[src/rtl/fifo_wr_arbiter.sv]
// Round-robin arbiter sharing one FIFO write port among NUM_REQ producers.
// Each grant carries a burst of up to MAX_BURST words. Bursts are separated by one idle cycle.

module fifo_wr_arbiter_lane #(
  parameter int DATA_WIDTH = 32
) (
  input  logic                  sel,
  input  logic                  busy,
  input  logic                  wr,
  input  logic [DATA_WIDTH-1:0] wdata,
  output logic                  gnt,
  output logic                  ack,
  output logic [DATA_WIDTH-1:0] data
);
  always_comb begin
    gnt  = busy & sel;
    ack  = wr & sel;
    data = ack ? wdata : '0;
  end
endmodule

module fifo_wr_arbiter #(
  parameter int NUM_REQ    = 4,
  parameter int DATA_WIDTH = 32,
  parameter int MAX_BURST  = 4
) (
  input  logic                             clock,
  input  logic                             reset_n,
  input  logic [NUM_REQ-1:0]               req,
  input  logic [NUM_REQ-1:0]               last,
  input  logic [NUM_REQ*DATA_WIDTH-1:0]    wdata,
  output logic [NUM_REQ-1:0]               gnt,
  output logic [NUM_REQ-1:0]               ack,
  input  logic                             fifo_full,
  output logic                             fifo_wr,
  output logic [DATA_WIDTH-1:0]            fifo_data,
  output logic                             busy,
  output logic [$clog2(NUM_REQ)-1:0]       owner
);
  localparam int OW = $clog2(NUM_REQ);
  localparam int BW = $clog2(MAX_BURST) + 1;

  typedef enum logic {IDLE, BURST} state_e;

  state_e          state_q, state_d;
  logic [OW-1:0]   owner_q, owner_d;
  logic [OW-1:0]   rr_ptr_q, rr_ptr_d;
  logic [BW-1:0]   beat_cnt_q, beat_cnt_d;
  logic [OW-1:0]   pick;
  logic            found;
  logic            wr;

  logic [NUM_REQ-1:0][DATA_WIDTH-1:0] wdata_arr;
  logic [NUM_REQ-1:0][DATA_WIDTH-1:0] lane_data;

  function automatic logic [OW-1:0] wrap_add(input logic [OW-1:0] a, input int k);
    int s;
    s = int'(a) + k;
    if (s >= NUM_REQ) s = s - NUM_REQ;
    return OW'(s);
  endfunction

  assign wdata_arr = wdata;
  assign busy      = (state_q == BURST);
  assign wr        = busy && req[owner_q] && !fifo_full;
  assign fifo_wr   = wr;
  assign owner     = owner_q;

  // Per-producer grant/ack decode and data masking; the masked slices are OR-merged below.
  for (genvar i = 0; i < NUM_REQ; i++) begin : g_lane
    fifo_wr_arbiter_lane #(.DATA_WIDTH(DATA_WIDTH)) u_lane (
      .sel   (owner_q == OW'(i)),
      .busy  (busy),
      .wr    (wr),
      .wdata (wdata_arr[i]),
      .gnt   (gnt[i]),
      .ack   (ack[i]),
      .data  (lane_data[i])
    );
  end

  always_comb begin
    fifo_data = '0;
    for (int i = 0; i < NUM_REQ; i++) fifo_data = fifo_data | lane_data[i];
  end

  // First requester at or after rr_ptr, wrapping modulo NUM_REQ.
  always_comb begin
    pick  = rr_ptr_q;
    found = 1'b0;
    for (int k = 0; k < NUM_REQ; k++) begin
      if (!found && req[wrap_add(rr_ptr_q, k)]) begin
        pick  = wrap_add(rr_ptr_q, k);
        found = 1'b1;
      end
    end
  end

  always_comb begin
    state_d    = state_q;
    owner_d    = owner_q;
    rr_ptr_d   = rr_ptr_q;
    beat_cnt_d = beat_cnt_q;
    case (state_q)
      IDLE: begin
        if (found) begin
          state_d    = BURST;
          owner_d    = pick;
          beat_cnt_d = '0;
        end
      end
      BURST: begin
        if (wr) begin
          beat_cnt_d = beat_cnt_q + 1'b1;
          if (last[owner_q] || beat_cnt_q == BW'(MAX_BURST - 1)) begin
            state_d    = IDLE;
            rr_ptr_d   = wrap_add(owner_q, 1);
            beat_cnt_d = '0;
          end
        end else if (!req[owner_q]) begin
          state_d    = IDLE;
          rr_ptr_d   = wrap_add(owner_q, 1);
          beat_cnt_d = '0;
        end
        // otherwise a full stall: everything holds
      end
      default: state_d = IDLE;
    endcase
  end

  always_ff @(posedge clock or negedge reset_n) begin
    if (!reset_n) begin
      state_q    <= IDLE;
      owner_q    <= '0;
      rr_ptr_q   <= '0;
      beat_cnt_q <= '0;
    end else begin
      state_q    <= state_d;
      owner_q    <= owner_d;
      rr_ptr_q   <= rr_ptr_d;
      beat_cnt_q <= beat_cnt_d;
    end
  end
endmodule

[config.mk]
export PLATFORM = sky130hd
export DESIGN_NAME = fifo_wr_arbiter
export DESIGN_NICKNAME = d
export VERILOG_FILES = /design/src/rtl/fifo_wr_arbiter.sv
export SDC_FILE = /design/constraint.sdc
export NUM_CORES = 1
export LEC_CHECK = 0
export ABC_CLOCK_PERIOD_IN_PS = 3000
export CELL_PAD_IN_SITES_DETAIL_PLACEMENT = 2
export CELL_PAD_IN_SITES_GLOBAL_PLACEMENT = 2
export CORE_UTILIZATION = 15
export CTS_CLUSTER_DIAMETER = 30
export DETAILED_ROUTE_END_ITERATION = 10
export HOLD_SLACK_MARGIN = 0.12
export PLACE_DENSITY_LB_ADDON = 0.25
export SLEW_MARGIN = 5
export SYNTH_ARGS = -nofsm -noshare
export SYNTH_HDL_FRONTEND = slang
export SYNTH_HIERARCHICAL = 1
export SYNTH_SLANG_ARGS = --single-unit
[constraint.sdc]
create_clock -name clock -period 3 [get_ports clock]
set_input_delay 0.6 -clock clock [delete_from_list [all_inputs] [get_ports clock]]
set_output_delay 0.6 -clock clock [all_outputs]
set_load 0.005 [all_outputs]
==> impl_metrics.py, run 1 <==
metrics = {
    "synth": {
        "netlist_area_um2": 1960,
        "synth_warnings": 6,
        "avgSynthCellArea_um2": 7.73,
        "synth_fp_nets": 398,
        "synth_seq_cells": 8,
        "synth_cells": 253,
        "ys_seq_area_share_pct": 10.2,
        "synth_cell_types": 28,
    },
    "setup_path": {
        "worst-endpoint-required_ns": 2.40,
        "cp_data_arrival_time_ns": 2.61,
        "critPathLaunchType": "input port",
        "cp-end-kind": "primary output",
        "worst-setup-path-type": "input port to primary output",
        "crit_fanout": 7,
    },
    "cells_and_area": {
        "final_common_cell": "clkdlybuf4s50_1",
        "fillers": 1386,
        "fin_area_um2": 4900,
        "post-route-util_pct": 38.6,
        "layout-drive-gt1-share_pct": 51.0,
        "nets": 606,
        "areaGrowthSynthToFinish_pct": 150,
        "layout_common_cells": "141 x clkdlybuf4s50_1, 75 x and3_2, 53 x and3_4",
    },
    "sta": {
        "fin_skew_ns": 0.00600,
        "finalMaxSlewViolations": 0,
        "worstMarginPinSlew_ns": 0.477,
        "whs_ns": 0.492,
        "min_period_ns": 3.21,
        "max_slew_margin_pct": 68.1,
        "fmax_mhz": 311,
        "layout_worst_path_cycle_share_pct": 107,
        "rsz0062_at_grt": "yes",
        "fin_ws_ns": -0.213,
        "setup_viol": 32,
        "report.final.hold_viol_count": 0,
    },
    "global_routing": {
        "antenna_found_initial": 0,
        "grt_pass1_vias": 3389,
        "grtUsageTotal_pct": 20.0,
        "grt_max_degree": 33,
        "grt_overflow": 0,
        "grt_pass1_wl_um": 20000,
    },
    "routing": {
        "wirelength_um": 13800,
        "num_vias": 2942,
        "wl_per_cell_um": 21.8,
        "vias_per_cell": 4.66,
        "ant_nets": 0,
        "first_pass_iters": 4,
        "drc": 0,
        "drtIter0Drc": 44,
    },
    "floorplan": {
        "num_rows": 41,
        "start_util_pct": 15.4,
        "ioPinCount": 183,
        "die_area_um2": 13500,
        "die_w_um": 116,
        "fp.coreArea_um2": 12700,
        "die_h_um": 116,
    },
    "run_status": {
        "status": "complete, but fails checks",
        "violations": "negative setup slack",
    },
    "clocking": {
        "cts_sinks": 8,
        "cts_max_level": 1,
        "cts-hold-fix-buffers": 0,
        "clk_latency_ns": 0.24,
        "clk_path_buf_depth": 2,
        "cts_tree": "built",
        "cts_root_buf": "clkbuf_16",
        "cts_buffers": 3,
        "path_clk_slew_ns": 0.04,
    },
    "power": {
        "vdd_ir_drop_max_mv": 0.334,
        "leakage_nw": 2.35,
        "power_density_nw_per_um2": 568,
    },
    "placed_design": {
        "port_buffers": 182,
        "routabilityCongestion": 0.740,
        "hpwl_um": 8860,
        "dpl-instance-area_um2": 4080,
        "pre_cts_slack_ns": -0.871,
    },
    "min_path": {
        "hp-class": "flop to flop",
    },
    "job": {
        "max_cap_viol_count": 0,
    },
}
[layout make-up]
cell class | count | area (um2) | share of cell area [%]
Multi-Input combinational cell | 215 | 1880 | 38.3
Sequential cell | 8 | 200 | 4.09
Inverter | 6 | 22.5 | 0.460
Antenna cell | 1 | 2.50 | 0.0511
Clock buffer | 3 | 75.1 | 1.53
Timing Repair Buffer | 227 | 2500 | 51.1
Tap cell | 172 | 215 | 4.39
[flip-flops by register name, summed over array words and instances (netlist names)]
register	cells
busy	1
rr_ptr_q	2
beat_cnt_q	3
owner	2
[layer usage]
layer | vias up | global-route usage, % | wire, um
li1 | 1386 | - | -
met5 | - | 0 | 0
met4 | 0 | 7.44 | 325
met1 | 1431 | 21.0 | 5150
met3 | 22 | 3.48 | 800
met2 | 103 | 39.1 | 7490
[critical path: stages]
cell and delay, ns:
buf_6 0.09, mux4_2 0.53, nand2_4 0.12, nor2_4 0.09
buf_12 0.16, buf_12 0.13, buf_16 0.13, and3_4 0.14
or4_4 0.49, buf_6 0.13
[cell families after synthesis]
logic type	count (synthesis)	share of synthesized area, %
adders and majority gates	6	3.84
and+or+nand+nor	189	69.6
AOI/OAI and AO/OA	15	5.56
muxes	5	3.45
DFF	8	10.2
buffers and inverters	30	7.29
[path summary, 6_finish.rpt]
kind / start / to / slack, ns / cells past startpoint
setup / recovery: req[3] / fifo_data[17] / -0.21 / 10
hold / removal: beat_cnt_q[1]$_DFFE_PN0P_ / beat_cnt_q[1]$_DFFE_PN0P_ / 0.49 / 2
setup reg to reg: owner[0]$_DFFE_PN0P_ / rr_ptr_q[1]$_DFFE_PN0P_ / 1.19 / 5
hold reg to reg: beat_cnt_q[1]$_DFFE_PN0P_ / beat_cnt_q[1]$_DFFE_PN0P_ / 0.49 / 2
max in group asynchronous: reset_n / beat_cnt_q[0]$_DFFE_PN0P_ / 1.98 / 1
min in group asynchronous: reset_n / busy$_DFF_PN0_ / 0.69 / 1
[power by group]
part	switching, W	internal [W]	leakage (nW)
logic	0.00102	0.00133	2.21
registers	0.0000455	0.000148	0.100
clock network	0.0000634	0.000173	0.0370
total	0.00113	0.00165	2.35
[cell usage after synthesis]
| cell | count | area share (%) |
|---|---|---|
| nor2b_1 | 4 | 1.3 |
| a211o_1 | 1 | 0.45 |
| o21ai_2 | 3 | 1.3 |
| mux4_2 | 1 | 1.2 |
| and3_2 | 128 | 49 |
| or3_4 | 1 | 0.58 |
| o21ai_0 | 2 | 0.51 |
| dfrtp_1 | 8 | 10 |
| nand2_1 | 6 | 1.2 |
| clkbuf_2 | 12 | 3.1 |
| nor3b_1 | 1 | 0.38 |
| o22ai_1 | 1 | 0.32 |
| inv_1 | 6 | 1.2 |
| nor2_1 | 6 | 1.2 |
| o21ai_1 | 1 | 0.26 |
| or4_1 | 33 | 13 |
| o221ai_1 | 1 | 0.45 |
| mux2i_1 | 3 | 1.5 |
| ha_1 | 6 | 3.8 |
| buf_2 | 12 | 3.1 |
| o2bb2ai_1 | 1 | 0.45 |
| o2111ai_1 | 1 | 0.45 |
| nor2b_2 | 1 | 0.45 |
| mux2_4 | 1 | 0.77 |
| a21oi_1 | 2 | 0.51 |
| a31o_2 | 1 | 0.45 |
| and2_1 | 9 | 2.9 |
| a22oi_1 | 1 | 0.38 |
[per-stage QoR]
stage               std cells  setup TNS, ns  power [W]
finish                    632          -4.07    0.00278
global route              631          -5.56    0.00297
CTS                       627          -3.93    0.00269
detailed placement        600         -26.53    0.00194
global placement          600         -23.58    0.00191
floorplan                 253              0   0.000917
[what timing repair did]
action / CTS / global route
cloned: 12 / 1
pin swaps: 15 / 9
setup buffers: 12 / 4
resized for setup: 199 / 48
setup endpoints to repair: 37 / 35
No activity file was read; power rests on OpenSTA's default activity.
==> run 2: changes to the inputs <==
--- a/config.mk
+++ b/config.mk
@@ -5,10 +5,10 @@
 export SDC_FILE = /design/constraint.sdc
 export NUM_CORES = 1
 export LEC_CHECK = 0
-export ABC_CLOCK_PERIOD_IN_PS = 3000
+export ABC_CLOCK_PERIOD_IN_PS = 4000
 export CELL_PAD_IN_SITES_DETAIL_PLACEMENT = 2
 export CELL_PAD_IN_SITES_GLOBAL_PLACEMENT = 2
-export CORE_UTILIZATION = 15
+export CORE_UTILIZATION = 16
 export CTS_CLUSTER_DIAMETER = 30
 export DETAILED_ROUTE_END_ITERATION = 10
 export HOLD_SLACK_MARGIN = 0.12
==> constraint.sdc (replaced) <==
create_clock -name clock -period 4 [get_ports clock]
set_input_delay 0.8 -clock clock [delete_from_list [all_inputs] [get_ports clock]]
set_output_delay 0.8 -clock clock [all_outputs]
set_load 0.005 [all_outputs]
==> impl_metrics.py, run 2 (synthesis results as in run 1) <==
metrics = {
    "run_status": {
        "status": "finished clean",
    },
    "floorplan": {
        "ioPinCount": 183,
        "die_h_um": 113,
        "die_w_um": 113,
        "die_area_um2": 12700,
        "fp.coreArea_um2": 12000,
        "start_util_pct": 16.4,
        "num_rows": 40,
    },
    "cells_and_area": {
        "diodes": 0,
        "layout-drive-gt1-share_pct": 36.8,
        "fin_area_um2": 4090,
        "fillers": 1350,
        "largest_register_ffs": 3,
        "areaGrowthSynthToFinish_pct": 109,
        "max_flop_register": "beat_cnt_q",
        "layout_common_cells": "150 x clkdlybuf4s50_1, 128 x and3_2, 33 x or4_1",
        "final_common_cell": "clkdlybuf4s50_1",
        "nets": 579,
    },
    "job": {
        "max_cap_viol_count": 0,
    },
    "clocking": {
        "cts_buffers": 3,
        "cts_tree": "built",
        "cts_max_level": 1,
        "cts_sinks": 8,
        "path_clk_slew_ns": 0.04,
        "clk_latency_ns": 0.23,
        "cts_root_buf": "clkbuf_16",
        "clk_path_buf_depth": 2,
        "cts_setup_buffers": 0,
    },
    "setup_path": {
        "critPathTopFamily": "simple AND/OR/NAND/NOR gates",
        "worst-setup-path-type": "input port to primary output",
        "r2r_cells": 5,
        "rr_endpoint": "rr_ptr_q[1]$_DFFE_PN0P_",
        "cp_slowest_stage_delay_ns": 0.53,
        "r2r_setup_slack_ns": 2.04,
        "worst-endpoint-required_ns": 3.20,
        "r2r-start": "owner[0]$_DFFE_PN0P_",
        "cp_data_arrival_time_ns": 3.12,
        "path_buf_inv": 3,
        "cp_cell_sequence": "clkdlybuf4s50_1 -> mux4_2 -> nand2_2 -> nor2_4 -> buf_12 -> and3_2 -> or4_1 -> dlygate4sd2_1",
        "crit_fanout": 41,
        "cp-end-kind": "primary output",
        "critPathLaunchType": "input port",
        "critical-path-slowest-cell": "or4_1",
    },
    "sta": {
        "finalMaxSlewViolations": 0,
        "fmax_mhz": 255,
        "max_slew_margin_pct": 62.1,
        "min_period_ns": 3.92,
        "setup_tns_ns": 0,
        "worstMarginPinSlew_ns": 0.568,
        "report.final.hold_viol_count": 0,
        "fin_skew_ns": 0.00248,
        "setup_viol": 0,
        "rsz0062_at_grt": "no",
        "layout_worst_path_cycle_share_pct": 98.1,
        "fin_ws_ns": 0.0767,
    },
    "global_routing": {
        "gr-usage-met3_pct": 2.05,
        "antenna_found_initial": 0,
        "grt_use_met2_pct": 32.3,
        "grt_pass1_wl_um": 16900,
        "grt_pass1_vias": 3144,
        "grt_max_degree": 42,
        "gr-usage-met1_pct": 20.3,
        "grt_overflow": 0,
        "grt-busiest-layer": "met2",
        "grtUsageTotal_pct": 16.8,
    },
    "routing": {
        "drc": 0,
        "first_pass_iters": 4,
        "num_vias": 2775,
        "ant_nets": 0,
        "vias_per_cell": 4.79,
        "wirelength_um": 10900,
        "drtIter0Drc": 53,
        "wl_per_cell_um": 18.9,
    },
    "power": {
        "leakage_nw": 2.18,
        "p_total_w": 0.00150,
        "power_density_nw_per_um2": 367,
        "vdd_ir_drop_max_mv": 0.279,
    },
    "min_path": {
        "hp-class": "flop to flop",
        "holdPathStages": 2,
        "hold_end": "beat_cnt_q[2]$_DFFE_PN0P_",
        "min-delay-start": "beat_cnt_q[2]$_DFFE_PN0P_",
    },
    "placed_design": {
        "port_buffers": 182,
        "routabilityCongestion": 0.787,
        "dpl-instance-area_um2": 4020,
        "pre_cts_slack_ns": -0.144,
        "hpwl_um": 8460,
    },
}
-- run 2: changes by cell type in the layout (fill, tap and decap cells not counted), sizes merged --
cell	previous run	this run
dlymetal6s2s	3	0
clkdlybuf4s50	141	150
clkdlybuf4s15	1	4
diode	1	0
dlygate4sd2	2	28
buf	75	18
clkbuf	8	3
-- run 2: worst min-delay path, cell delays in order, from the launching register on --
cell     delay [ns]
dfrtp_1        0.33
nand2_1        0.06
o21ai_2        0.05
-- run 2: worst max path at each step --
stage / end / slack, ns / startpoint / depth (start not counted)
floorplan: fifo_data[22] / 0.77 / req[3] / 6
global route: fifo_data[29] / 0.005 / req[3] / 8
global placement: fifo_data[13] / -0.10 / req[3] / 8
detailed placement: fifo_data[9] / -0.14 / req[0] / 8
finish: fifo_data[29] / 0.08 / req[0] / 8
CTS: fifo_data[29] / 0.06 / req[0] / 8
-- run 2: through the flow --
step	hold WS (ns)	util [%]	cells
2_1_floorplan	0.452	-	253
3_3_place_gp	0.461	33.6	575
3_5_place_dp	0.478	33.6	575
4_1_cts	0.481	34.2	579
5_1_grt	0.514	34.2	579
6_report	0.473	34.2	579
-- run 2: report_power, final --
group / total, W / switching (W) / internal [W]
registers: 0.000177 / 0.0000668 / 0.000111
logic: 0.00116 / 0.000547 / 0.000608
clock network: 0.000168 / 0.0000390 / 0.000129
total: 0.00150 / 0.000652 / 0.000848
-- run 2: timing repair --
action | in CTS | in global routing
resized for setup | 39 | 0
setup endpoints to repair | 32 | 0
hold buffers | 0 | 0
-- run 2: final cells by class --
class | count | area [um2] | share of cell area (%)
repair buffers | 200 | 1980 | 48.5
multi-input cells | 215 | 1620 | 39.7
flip-flops and latches | 8 | 200 | 4.90
well taps | 147 | 184 | 4.50
clock buffers | 3 | 75.1 | 1.84
inverters | 6 | 22.5 | 0.551
-- run 2: metal layers --
layer	wire [um]	vias up	part of all wire [%]
met5	0	-	0
met4	111	0	1.0
met3	542	8	5.0
met2	5720	93	52
met1	4540	1351	42
li1	-	1323	-
